<file path="config.mk">
export PLATFORM = sky130hd
export DESIGN_NAME = ab_stream_source
export DESIGN_NICKNAME = d
export VERILOG_FILES = /design/src/rtl/conv_stream_pkg.sv /design/src/rtl/stream_fifo.sv /design/src/rtl/ab_stream_source.sv
export SDC_FILE = /design/constraint.sdc
export NUM_CORES = 1
export LEC_CHECK = 0
export CAP_MARGIN = 20
export CORE_ASPECT_RATIO = 0.7
export CORE_MARGIN = 2
export CORE_UTILIZATION = 45
export DETAILED_ROUTE_END_ITERATION = 10
export PLACE_DENSITY = 0.71
export SLEW_MARGIN = 20
export SYNTH_ARGS = -nofsm -noshare
export SYNTH_HDL_FRONTEND = slang
export SYNTH_HIERARCHICAL = 1
export SYNTH_SLANG_ARGS = --single-unit
</file>
<file path="constraint.sdc">
create_clock -name clk -period 3.2 [get_ports clk]
set_input_delay 0.64 -clock clk [delete_from_list [all_inputs] [get_ports clk]]
set_output_delay 0.64 -clock clk [all_outputs]
set_load 0.1 [all_outputs]
</file>
<file path="src/rtl/conv_stream_pkg.sv">
// Shared types for the A/B stream source: FSM states, stream tags and the stall-counter ceiling.
package conv_stream_pkg;

  typedef enum logic [1:0] {
    IDLE   = 2'd0,
    STREAM = 2'd1,
    DRAIN  = 2'd2
  } state_e;

  typedef enum logic {
    STREAM_A = 1'b0,
    STREAM_B = 1'b1
  } stream_tag_e;

  localparam logic [31:0] STALL_CNT_MAX = 32'hFFFF_FFFF;

  function automatic logic [31:0] sat_inc(input logic [31:0] v);
    return (v == STALL_CNT_MAX) ? v : v + 32'd1;
  endfunction

endpackage

</file>
<file path="src/rtl/stream_fifo.sv">
// Single-clock FIFO, DEPTH a power of two: head visible the cycle after the push edge.
// Push and pop may coincide; the caller's credit scheme guarantees a push never meets a full FIFO.
module stream_fifo #(
  parameter int DEPTH = 4,
  parameter int WIDTH = 16
) (
  input  logic                         clk_i,
  input  logic                         arst_n_i,
  input  logic                         push_i,
  input  logic [WIDTH-1:0]             push_dat_i,
  input  logic                         pop_i,
  output logic [WIDTH-1:0]             head_o,
  output logic                         empty_o,
  output logic [$clog2(DEPTH):0]       count_o
);
  localparam int AW = $clog2(DEPTH);
  localparam int CW = AW + 1;

  logic [WIDTH-1:0] mem_q [DEPTH];
  logic [AW-1:0]    wr_ptr_q;
  logic [AW-1:0]    rd_ptr_q;
  logic [CW-1:0]    count_q;
  logic             do_pop;

  assign empty_o = (count_q == '0);
  assign do_pop  = pop_i && !empty_o;
  assign head_o  = mem_q[rd_ptr_q];
  assign count_o = count_q;

  always_ff @(posedge clk_i) begin
    if (push_i) mem_q[wr_ptr_q] <= push_dat_i;
  end

  always_ff @(posedge clk_i or negedge arst_n_i) begin
    if (!arst_n_i) begin
      wr_ptr_q <= '0;
      rd_ptr_q <= '0;
      count_q  <= '0;
    end else begin
      if (push_i) wr_ptr_q <= wr_ptr_q + AW'(1);
      if (do_pop) rd_ptr_q <= rd_ptr_q + AW'(1);
      case ({push_i, do_pop})
        2'b10:   count_q <= count_q + CW'(1);
        2'b01:   count_q <= count_q - CW'(1);
        default: count_q <= count_q;
      endcase
    end
  end

endmodule

</file>
<file path="src/rtl/ab_stream_source.sv">
// Feeds streams A and B from one shared 1-cycle-latency memory port through credit-guarded FIFOs.
// A word appears on its stream 2 cycles after its read; AB_SOURCE_STATS_EN adds the stall counters.
module ab_stream_source
  import conv_stream_pkg::*;
#(
  parameter int IO_DATA_WIDTH      = 16,
  parameter int LOG2_OF_MEM_HEIGHT = 20,
  parameter int COUNT_WIDTH        = 32,
  parameter int FIFO_DEPTH         = 4
) (
  input  logic                          clk,
  input  logic                          arst_n_in,
  input  logic                          start,
  input  logic [LOG2_OF_MEM_HEIGHT-1:0] a_base_addr,
  input  logic [COUNT_WIDTH-1:0]        a_count,
  input  logic [LOG2_OF_MEM_HEIGHT-1:0] b_base_addr,
  input  logic [COUNT_WIDTH-1:0]        b_count,
  output logic [LOG2_OF_MEM_HEIGHT-1:0] mem_read_addr,
  output logic                          mem_re,
  input  logic [IO_DATA_WIDTH-1:0]      mem_qout,
  output logic [IO_DATA_WIDTH-1:0]      a_input,
  output logic                          a_valid,
  input  logic                          a_ready,
  output logic [IO_DATA_WIDTH-1:0]      b_input,
  output logic                          b_valid,
  input  logic                          b_ready,
  output logic                          running,
  output logic                          done,
  output logic [31:0]                   a_stall_cycles,
  output logic [31:0]                   b_stall_cycles
);
  localparam int AW    = LOG2_OF_MEM_HEIGHT;
  localparam int OCC_W = $clog2(FIFO_DEPTH) + 1;
  localparam logic [OCC_W-1:0] DEPTH_OCC = OCC_W'(FIFO_DEPTH);

  state_e                 state_q;
  logic [AW-1:0]          a_base_q, b_base_q;
  logic [AW-1:0]          a_idx_q, b_idx_q;
  logic [COUNT_WIDTH-1:0] a_rem_q, b_rem_q;
  logic                   infl_vld_q;
  stream_tag_e            infl_tag_q;
  stream_tag_e            rr_q;
  logic                   done_q;

  logic                     start_acc;
  logic                     a_push, b_push, a_pop, b_pop;
  logic                     a_empty, b_empty;
  logic [IO_DATA_WIDTH-1:0] a_head, b_head;
  logic [OCC_W-1:0]         a_occ, b_occ;
  logic [OCC_W-1:0]         a_pend, b_pend;
  logic                     a_elig, b_elig, grant_vld;
  stream_tag_e              grant_tag;
  logic [AW-1:0]            grant_addr;

  assign start_acc = (state_q == IDLE) && start;

  // The single in-flight read is the only one not yet visible in a FIFO count.
  assign a_push = infl_vld_q && (infl_tag_q == STREAM_A);
  assign b_push = infl_vld_q && (infl_tag_q == STREAM_B);
  assign a_pop  = a_valid && a_ready;
  assign b_pop  = b_valid && b_ready;

  stream_fifo #(.DEPTH(FIFO_DEPTH), .WIDTH(IO_DATA_WIDTH)) u_fifo_a (
    .clk_i      (clk),
    .arst_n_i   (arst_n_in),
    .push_i     (a_push),
    .push_dat_i (mem_qout),
    .pop_i      (a_pop),
    .head_o     (a_head),
    .empty_o    (a_empty),
    .count_o    (a_occ)
  );

  stream_fifo #(.DEPTH(FIFO_DEPTH), .WIDTH(IO_DATA_WIDTH)) u_fifo_b (
    .clk_i      (clk),
    .arst_n_i   (arst_n_in),
    .push_i     (b_push),
    .push_dat_i (mem_qout),
    .pop_i      (b_pop),
    .head_o     (b_head),
    .empty_o    (b_empty),
    .count_o    (b_occ)
  );

  always_comb begin
    a_pend    = a_occ + OCC_W'(a_push);
    b_pend    = b_occ + OCC_W'(b_push);
    a_elig    = (state_q == STREAM) && (a_rem_q != '0) && (a_pend < DEPTH_OCC);
    b_elig    = (state_q == STREAM) && (b_rem_q != '0) && (b_pend < DEPTH_OCC);
    grant_vld = a_elig || b_elig;
    grant_tag = STREAM_A;
    if (a_elig && b_elig) grant_tag = rr_q;
    else if (b_elig)      grant_tag = STREAM_B;
    grant_addr = (grant_tag == STREAM_A) ? (a_base_q + a_idx_q) : (b_base_q + b_idx_q);
  end

  assign mem_re        = grant_vld;
  assign mem_read_addr = grant_vld ? grant_addr : '0;
  assign a_valid       = !a_empty;
  assign b_valid       = !b_empty;
  assign a_input       = a_empty ? '0 : a_head;
  assign b_input       = b_empty ? '0 : b_head;
  assign running       = (state_q != IDLE);
  assign done          = done_q;

  always_ff @(posedge clk or negedge arst_n_in) begin
    if (!arst_n_in) begin
      state_q    <= IDLE;
      a_base_q   <= '0;
      b_base_q   <= '0;
      a_idx_q    <= '0;
      b_idx_q    <= '0;
      a_rem_q    <= '0;
      b_rem_q    <= '0;
      infl_vld_q <= 1'b0;
      infl_tag_q <= STREAM_A;
      rr_q       <= STREAM_A;
      done_q     <= 1'b0;
    end else begin
      done_q     <= 1'b0;
      infl_vld_q <= grant_vld;
      infl_tag_q <= grant_tag;
      if (grant_vld) begin
        rr_q <= (grant_tag == STREAM_A) ? STREAM_B : STREAM_A;
        if (grant_tag == STREAM_A) begin
          a_idx_q <= a_idx_q + AW'(1);
          a_rem_q <= a_rem_q - COUNT_WIDTH'(1);
        end else begin
          b_idx_q <= b_idx_q + AW'(1);
          b_rem_q <= b_rem_q - COUNT_WIDTH'(1);
        end
      end
      case (state_q)
        IDLE: begin
          if (start_acc) begin
            a_base_q <= a_base_addr;
            b_base_q <= b_base_addr;
            a_rem_q  <= a_count;
            b_rem_q  <= b_count;
            a_idx_q  <= '0;
            b_idx_q  <= '0;
            state_q  <= STREAM;
          end
        end
        STREAM: begin
          if ((a_rem_q == '0) && (b_rem_q == '0)) state_q <= DRAIN;
        end
        DRAIN: begin
          if (a_empty && b_empty && !infl_vld_q) begin
            state_q <= IDLE;
            done_q  <= 1'b1;
          end
        end
        default: state_q <= IDLE;
      endcase
    end
  end

`ifdef AB_SOURCE_STATS_EN
  logic [31:0] a_stall_q, b_stall_q;
  logic [31:0] a_stall_d, b_stall_d;

  always_comb begin
    a_stall_d = a_stall_q;
    b_stall_d = b_stall_q;
    if (start_acc) begin
      a_stall_d = '0;
      b_stall_d = '0;
    end else begin
      if (a_valid && !a_ready) a_stall_d = sat_inc(a_stall_q);
      if (b_valid && !b_ready) b_stall_d = sat_inc(b_stall_q);
    end
  end

  always_ff @(posedge clk or negedge arst_n_in) begin
    if (!arst_n_in) begin
      a_stall_q <= '0;
      b_stall_q <= '0;
    end else begin
      a_stall_q <= a_stall_d;
      b_stall_q <= b_stall_d;
    end
  end

  assign a_stall_cycles = a_stall_q;
  assign b_stall_cycles = b_stall_q;
`else
  assign a_stall_cycles = '0;
  assign b_stall_cycles = '0;
`endif

endmodule

</file>
==> results of run 1 <==
[registers in the layout (all words and copies together), names as in the netlist, 2 cells and up]
signal	count
u_fifo_a/mem_q	64
u_fifo_b/mem_q	64
a_rem_q	32
b_rem_q	32
a_base_q	20
a_idx_q	20
b_base_q	20
b_idx_q	20
u_fifo_a/count_o	3
u_fifo_b/count_o	3
state_q	2
u_fifo_a/rd_ptr_q	2
u_fifo_a/wr_ptr_q	2
u_fifo_b/rd_ptr_q	2
u_fifo_b/wr_ptr_q	2
[synth_stat cells, types with 8 or more instances]
| cell type | n |
|---|---|
| nand2_1 | 232 |
| dfrtp_1 | 164 |
| edfxtp_1 | 128 |
| nor2_1 | 80 |
| o21ai_0 | 80 |
| xnor2_1 | 72 |
| buf_4 | 64 |
| xor2_1 | 56 |
| ha_1 | 54 |
| a21oi_1 | 51 |
| inv_1 | 43 |
| nor2b_1 | 40 |
| clkbuf_1 | 36 |
| nor3_1 | 36 |
| nand3_1 | 29 |
| nor4_1 | 19 |
| nand4_1 | 18 |
| or3_1 | 18 |
| a21o_1 | 17 |
| mux4_1 | 16 |
| mux4_2 | 16 |
| a211oi_1 | 13 |
| and2_1 | 12 |
| or4_1 | 9 |
| o21bai_1 | 8 |
[through the flow]
| step | std cells | utilization | setup TNS [ns] | area [um2] | hold slack, ns |
|---|---|---|---|---|---|
| 2_1_floorplan | 1487 | - | -10.33 | 16000 | 0.344 |
| 3_3_place_gp | 2165 | 0.567 | -2.27 | 19100 | 0.465 |
| 3_5_place_dp | 2165 | 0.567 | -2.80 | 19100 | 0.473 |
| 4_1_cts | 2234 | 0.606 | -13.62 | 20400 | 0.0385 |
| 5_1_grt | 2253 | 0.616 | -15.56 | 20800 | 0.0614 |
| 6_report | 2253 | 0.616 | -13.50 | 20800 | 0.0195 |
[kinds of logic after synthesis]
| logic type | synth area share |
|---|---|
| AND/OR/NAND/NOR | 0.168 |
| flip-flops | 0.513 |
| AO/OA/AOI/OAI | 0.0871 |
| buffers and inverters | 0.0564 |
| XOR/XNOR | 0.0724 |
| adder cells (fa/ha/maj) | 0.0488 |
| multiplexers | 0.0538 |
| other | 0.000242 |
[power groups by stage]
stage	clock network (mW)	registers (mW)	logic, mW
after floorplan	0	5.36	9.69
after global placement	0	5.43	14.2
after CTS	3.57	5.45	14.8
after global routing	3.72	5.56	16.1
final	3.51	5.46	15.4
after detailed placement	0	5.50	14.3
[layout make-up]
class,count,share of cell area
antenna,1,0.000121
clock buffer,34,0.0379
clock inverter,20,0.00898
inverter,43,0.00820
multi-input combinational,1041,0.359
sequential,292,0.383
tap,464,0.0280
timing repair buffer,358,0.175
[per-layer routing]
metal / routed length [um] / up-vias / share of wire
met5: 0 / - / 0
met4: 599 / 0 / 0.015
met3: 2300 / 45 / 0.057
met2: 18700 / 340 / 0.46
met1: 19000 / 5769 / 0.47
li1: - / 5607 / -
[final timing paths]
path | from | end | slack [ns] | depth (start not counted)
min reg2reg | a_base_q[4] | a_base_q[4] | 0.49 | 2
max reg2reg | a_rem_q[21] | b_rem_q[13] | -0.12 | 11
max | a_base_q[0] | mem_read_addr[12] | -0.77 | 12
max in group asynchronous | arst_n_in | a_base_q[10] | 2.33 | 2
min | arst_n_in | u_fifo_a/count_o[0] | 0.02 | 1
min in group clk | a_base_q[4] | a_base_q[4] | 0.49 | 2
[placed cells by master, fill, tap and decap left out, types with 9 or more instances in the layout]
cell and n:
mux4_1 16, nor2_1 73, ha_1 48, edfxtp_1 128
clkinv_2 9, buf_4 177, nor3_1 34, or3_1 17
xor2_1 55, mux4_2 16, buf_12 43, nand2_1 230
dfrtp_1 163, xnor2_1 71, nand3_1 28, o21ai_0 72
clkbuf_16 34, nor4_1 16, buf_6 10, nor2b_1 40
inv_1 41, a21o_1 17, o21ai_1 9, a21oi_1 37
conb_1 64, and2_1 12, nand4_1 18, clkdlybuf4s50_1 123
[what timing repair did]
item	4_1_cts	5_1_grt
endpoints found under the hold margin	0	0
pin swaps	35	33
buffers inserted	14	16
endpoints found under the setup margin	21	27
gates resized for setup	53	34
gates cloned	1	3
==> impl_metrics.toml, run 1 <==
[outcome]
status = "finished, violations left"
violations = "setup timing"

[cts]
cts_tree = "built"
cts_root_buf = "clkbuf_16"
ctsHoldBuffers = 0
htreeDepth = 1
path_clk_slew_ns = 0.06
clock-sinks = 292
clkLatencyLatePin_ns = 0.59
cts_buffers = 31
cts_buffer_depth = 3

[setup_path]
cp_data_required_time_ns = 2.56
end_kind = "output port"
critical_path_buf_inv_count = 2
crit_fanout = 3
cp-start-kind = "flip-flop"
cp_slowest_cell = "dfrtp_1"
cp.arrival_ns = 3.33
cpPeakStageDelay_ns = 0.38
crit_type = "flip-flop to output port"
crit_path_cell_trace = "ha_2 -> buf_6 -> fa_2 -> a211oi_4 -> o21a_1 -> nor4_2 -> or3_1 -> a21oi_2 -> xnor2_1 -> nand2_1 -> a21oi_4 -> buf_12"
critPathTopFamily = "compound AO/OA/AOI/OAI gates"

[drt]
drc = 0
drtAntennaViolNets = 0
vias_per_cell = 5.22
drt-total-wl_mm = 40.5
drt_first_pass_iters = 5
drt-initial-drc-count = 983
via_count = 11761
wl_per_cell_um = 18.0

[grt]
grt_use_met3 = 0.0301
grt_pass1_wl_mm = 62.5
top_usage_layer = "met2"
grt_start_max_net_pins = 57
grt_pass1_vias = 11546
antenna_found_initial = 1
grtUsageMet2 = 0.341
grt_usage = 0.220
grt_overflow = 0
use_met1 = 0.332

[timing]
fmax_mhz = 252
fin_crit_sh = 1.24
slew_viol_final = 0
hold_viol = 0
rsz0062_at_grt = "yes"
tightest_slew_ns = 0.920
setup_viol = 22
max-slew-margin-rel = 0.386
fin_crit_ns = 3.97
finClkSkew_ns = 0.0271
setup_slack_ns = -0.772

[pwr]
combPwrFrac = 0.633
leakage_nw = 8.41
clock_power_share = 0.144
switching_share = 0.482
power.switching_mw = 11.8
power_mw = 24.4
vdd_drop_max_mv = 0.832
p_per_area_mw_per_mm2 = 1170
p_int_mw = 12.6
seqPwrFrac = 0.224

[finish]
nets = 1950
syn_to_final_growth_pct = 34.0
drive_above_1_share = 0.218
multiInputGateArea_mm2 = 0.00745
register_area_mm2 = 0.00795
num-fill-cells = 2633

[yosys]
synth_area_per_cell_um2 = 10.9
syn_inst = 1424
yosys.area.top_type = "dfrtp_1"
syn-cell-area_mm2 = 0.0155
ys_seq_area_frac = 0.513
ys_types = 73
synth_edf_count = 128
yosysWarnings = 6
synth_flop_cell = "dfrtp_1"
yosysTopAreaCellShare = 0.265
ys_top_cells_by_area = "dfrtp_1, edfxtp_1, nand2_1"
ys_seq_elements = 292
synthArstFlopShare = 0.562

[worst_hold_path]
min_path_type = "input port to async pin"

[floorplan]
initial_core_util = 0.460
rows = 56
die_area_mm2 = 0.0360
die_h_um = 159
top_level_ports = 246
core_area_mm2 = 0.0337
die_w_um = 226

[place]
pre_cts_slack_ns = -0.414
io_buffers = 181
gp_congestion = 0.877
hpwl_mm = 28.6

[run]
cap_violations = 0
Note: power is estimated with default switching activity, not from simulation.
==> inputs of run 2 (changes only) <==
- PLACE_DENSITY: 0.71 -> 0.76
- TNS_END_PERCENT: not set -> 20
==> run 2 against run 1 <==
Net effect:
- the run still ends with setup timing left
- sequential power barely moved
- utilization fell by 0.72 points
- clock skew is 0.027 ns higher
- global-route usage decreased by 0.55 points
- clock power grew 2%
- wire length down 3.4%
- cell count decreased by 0.53%
- sequential share of layout area rose by 0.44 points
- worst setup slack better by 0.048 ns
- combinational power decreased by 3%
- non-clock buffer count fell by 14
- via count is 0.91% lower
- highest routed layer unchanged
==> impl_metrics.toml, run 2 (synthesis results as in run 1) <==
[cts]
cts_tree = "built"
cts_buffer_depth = 3
htreeDepth = 1
cts_buffers = 30
clkLatencyLatePin_ns = 0.60
clock-sinks = 292
ctsHoldBuffers = 0
cts_root_buf = "clkbuf_16"
path_clk_slew_ns = 0.06

[outcome]
status = "finished, violations left"
violations = "setup timing"

[finish]
final_common_cell = "nand2_1"
syn_to_final_growth_pct = 32.4
nets = 1935
final_area_mm2 = 0.0205
register_area_mm2 = 0.00795
layout_common_cells = "nand2_1, buf_4, dfrtp_1"
multiInputGateArea_mm2 = 0.00728
drive_above_1_share = 0.209
num-fill-cells = 2615
top_regs = "u_fifo_a/mem_q: 64 flops, u_fifo_b/mem_q: 64 flops"

[setup_path]
startpoint = "a_rem_q[22]"
critical_path_buf_inv_count = 4
cp_data_required_time_ns = 2.56
crit_path_cell_trace = "or3_4 -> or3_4 -> or4_4 -> o211ai_4 -> nand2_4 -> clkinvlp_4 -> buf_4 -> o21ai_1 -> o31ai_2 -> buf_4 -> buf_12"
cp.depth = 11
r2r_slack_ns = 0.04
cp.arrival_ns = 3.28
cp-start-kind = "flip-flop"
critPathTopFamily = "simple AND/OR/NAND/NOR gates"
critical_path.endpoint = "mem_read_addr[18]"
cpPeakStageDelay_ns = 0.44
reg2reg_from = "a_rem_q[22]"
cp_slowest_cell = "or4_4"
crit_fanout = 7
r2r_end = "b_rem_q[13]"
crit_type = "flip-flop to output port"
reg2regPathDepth = 10
end_kind = "output port"

[drt]
vias_per_cell = 5.20
drt-total-wl_mm = 39.1
drt_first_pass_iters = 5
drt-initial-drc-count = 846
wl_per_cell_um = 17.5
via_count = 11654
drc = 0
drtAntennaViolNets = 0

[pwr]
power_mw = 24.0
vdd_drop_max_mv = 0.910
leakage_nw = 8.30
p_per_area_mw_per_mm2 = 1170

[floorplan]
top_level_ports = 246
core_area_mm2 = 0.0337
die_area_mm2 = 0.0360
rows = 56
initial_core_util = 0.460
die_h_um = 159
die_w_um = 226

[timing]
rsz0062_at_grt = "yes"
hold_viol = 0
fmax_mhz = 255
fin_crit_sh = 1.23
setup_slack_ns = -0.724
setup_viol = 21
slew_viol_final = 0
finalSetupTns_ns = -12.99
tightest_slew_ns = 0.912
max-slew-margin-rel = 0.392
fin_crit_ns = 3.92
finClkSkew_ns = 0.0537

[place]
io_buffers = 181
hpwl_mm = 28.1
pre_cts_slack_ns = -0.439
place_area_mm2 = 0.0191
gp_congestion = 0.899

[run]
cap_violations = 0

[grt]
grt_usage = 0.215
grt_start_max_net_pins = 69
grt_overflow = 0
grt_pass1_wl_mm = 61.5
grt_pass1_vias = 11783
antenna_found_initial = 1

[worst_hold_path]
min_path_type = "input port to async pin"
-- run 2: metrics by stage --
stage | instances | utilization | hold slack, ns
5_1_grt | 2241 | 0.609 | 0.117
3_5_place_dp | 2173 | 0.568 | 0.469
3_3_place_gp | 2173 | 0.568 | 0.469
6_report | 2241 | 0.609 | 0.0784
4_1_cts | 2237 | 0.605 | 0.0728
2_1_floorplan | 1487 | - | 0.344
-- run 2: cell type report --
| type | count | share of cell area |
|---|---|---|
| antenna | 1 | 0.000122 |
| clock inverter | 22 | 0.0123 |
| multi-input combinational | 1041 | 0.355 |
| clock buffer | 34 | 0.0373 |
| timing repair buffer | 344 | 0.172 |
| inverter | 43 | 0.00805 |
| sequential | 292 | 0.387 |
| tap | 464 | 0.0283 |
-- run 2: how the worst min path moves through the flow --
stage	from	endpoint	slack (ns)	depth (start not counted)
2_1_floorplan	arst_n_in	a_base_q[0]	0.34	0
3_3_place_gp	a_base_q[3]	a_base_q[3]	0.47	2
3_5_place_dp	b_base_q[18]	b_base_q[18]	0.47	2
4_1_cts	arst_n_in	u_fifo_a/wr_ptr_q[1]	0.07	1
5_1_grt	arst_n_in	u_fifo_a/wr_ptr_q[1]	0.12	1
6_report	arst_n_in	u_fifo_a/wr_ptr_q[1]	0.08	1
-- run 2: layer usage --
metal | part of all wire | global-route usage | routed length (um)
met2 | 0.47 | 0.340 | 18300
met4 | 0.018 | 0.0458 | 701
met5 | 0 | 0 | 0
met1 | 0.45 | 0.311 | 17800
met3 | 0.061 | 0.0362 | 2380
-- run 2: power breakdown --
group          switching, mW  internal [mW]  total, mW  leakage (nW)
clock network           1.54           2.06       3.59         0.476
registers              0.587           4.85       5.44          3.09
logic                   9.41           5.54       15.0          4.74
total                   11.5           12.5       24.0          8.30
-- run 2: timing repair --
action,in CTS,in global routing
pin swaps,26,12
buffers inserted,8,3
endpoints found under the setup margin,23,23
resized for setup,45,23
-- run 2: worst reg2reg max path, cell delays in order, from the launching register on --
cell and delay (ns):
dfrtp_1 0.37, or3_4 0.38, or3_4 0.37, or4_4 0.44, o211ai_4 0.21, nand2_4 0.09
buf_4 0.14, buf_4 0.14, or4_4 0.51, xnor2_1 0.13, mux2_2 0.25
==> inputs of run 3 (changes only) <==
- SKIP_LAST_GASP: not set -> 1
==> run 3 against run 2 <==
Net effect:
- the run still ends with setup timing left
- critical path depth fell by 1
- sequential share of layout area barely moved
- clock-buffer cell count did not move
- global-route usage barely moved
- non-clock buffer count fell by 1
- largest power group unchanged
- wire length fell by 0.16%
- critical endpoint unchanged
- highest routed layer unchanged
==> impl_metrics.toml, run 3 (synthesis results as in run 1) <==
[setup_path]
crit_fanout = 8
cp_slowest_cell = "or4_1"
end_kind = "output port"
cp-start-kind = "flip-flop"
timing.critical_path.mode_cell = "buf_4"
crit_path_cell_trace = "or4_1 -> nor4_2 -> and3b_1 -> a21oi_1 -> nand2_4 -> clkinvlp_4 -> buf_4 -> o31ai_2 -> buf_4 -> buf_12"
crit_type = "flip-flop to output port"
cp_data_required_time_ns = 2.56
critPathTopFamily = "simple AND/OR/NAND/NOR gates"
cpPeakStageDelay_ns = 0.61
cp.arrival_ns = 3.29
critical_path_buf_inv_count = 4

[cts]
clock-sinks = 292
cts_root_buf = "clkbuf_16"
cts_tree = "built"
htreeDepth = 1
clkLatencyLatePin_ns = 0.60
cts_buffer_depth = 3
cts_buffers = 30
path_clk_slew_ns = 0.06
ctsHoldBuffers = 0

[drt]
vias_per_cell = 5.21
drt_first_pass_iters = 5
via_count = 11675
drc = 0
drt-total-wl_mm = 39.1
drtAntennaViolNets = 0
wl_per_cell_um = 17.4
drt-initial-drc-count = 907

[grt]
grt_pass1_wl_mm = 61.4
grt_start_max_net_pins = 69
grt_overflow = 0
antenna_found_initial = 1
grt_usage = 0.214
grt_pass1_vias = 11757

[place]
hpwl_mm = 28.1
io_buffers = 181
place_inst = 2173
gp_congestion = 0.899
place_area_mm2 = 0.0191
pre_cts_slack_ns = -0.439

[pwr]
clock_power_share = 0.150
p_int_mw = 12.4
power_mw = 23.9
switching_share = 0.481
vdd_drop_max_mv = 0.910
p_per_area_mw_per_mm2 = 1170
combPwrFrac = 0.622
seqPwrFrac = 0.228
power.switching_mw = 11.5
leakage_nw = 8.29

[timing]
fin_crit_sh = 1.23
rsz0062_at_grt = "yes"
tightest_slew_ns = 0.896
setup_slack_ns = -0.728
hold_viol = 0
setup_viol = 25
max-slew-margin-rel = 0.403
finalSetupTns_ns = -13.52
fin_crit_ns = 3.93
slew_viol_final = 0
fmax_mhz = 255
finClkSkew_ns = 0.0517
whs_ns = 0.0730

[finish]
num-fill-cells = 2599
top_regs = "u_fifo_a/mem_q: 64 flops, u_fifo_b/mem_q: 64 flops"
layout_common_cells = "nand2_1, buf_4, dfrtp_1"
syn_to_final_growth_pct = 32.3
final_cells = 2240
final_common_cell = "nand2_1"
final_area_mm2 = 0.0205
nets = 1934
fin_util = 0.608
drive_above_1_share = 0.205

[floorplan]
rows = 56
initial_core_util = 0.460
die_w_um = 226
core_area_mm2 = 0.0337
die_area_mm2 = 0.0360
die_h_um = 159
top_level_ports = 246

[run]
cap_violations = 0

[worst_hold_path]
min_path_type = "input port to async pin"

[outcome]
violations = "setup timing"
status = "finished, violations left"
-- run 3: changes by cell type in the layout (fill, tap and decap cells not counted), moves of 2 or more --
cell    previous run  this run
and4_1             2         4
ha_4               1         3
or4_1              4         7
ha_1              51        49
and4_4             2         0
or4_4              8         5
-- run 3: power by group through the flow --
stage	sequential (mW)	clock (mW)	combinational [mW]
detailed placement	5.50	0	14.4
CTS	5.44	3.67	14.7
finish	5.45	3.59	14.9
global route	5.54	3.81	15.6
floorplan	5.36	0	9.44
global placement	5.44	0	14.2
-- run 3: layer usage --
metal | wire length, um | share of wire | up-vias | global-route usage
met2 | 18200 | 0.46 | 375 | 0.339
met4 | 724 | 0.019 | 0 | 0.0467
met3 | 2510 | 0.064 | 53 | 0.0365
li1 | - | - | 5595 | -
met1 | 17700 | 0.45 | 5652 | 0.310
met5 | 0 | 0 | - | 0
-- run 3: final cells by class --
cell class | count | area (um2) | share of cell area
repair buffers | 343 | 3510 | 0.171
multi-input cells | 1041 | 7280 | 0.355
clock inverters | 22 | 253 | 0.0123
inverters | 43 | 165 | 0.00806
flip-flops and latches | 292 | 7950 | 0.388
clock buffers | 34 | 766 | 0.0373
diodes | 1 | 2.50 | 0.000122
well taps | 464 | 581 | 0.0283
-- run 3: path summary, 6_finish.rpt --
path                                    from                    to  slack, ns  depth (start not counted)
worst min register to register  b_base_q[18]          b_base_q[18]       0.49                          2
worst min-delay path               arst_n_in  u_fifo_a/wr_ptr_q[1]       0.07                          1
worst max register to register   a_rem_q[22]           b_idx_q[12]      -0.04                          8
min in group clk                b_base_q[18]          b_base_q[18]       0.49                          2
max in group asynchronous          arst_n_in          a_base_q[15]       2.36                          2
worst max-delay path             b_rem_q[23]     mem_read_addr[18]      -0.73                         10
-- run 3: what timing repair did --
item                                    4_1_cts  5_1_grt
pin swaps                                    21       12
resized for setup                            31       32
buffers inserted                              8        2
endpoints found under the setup margin       23       31
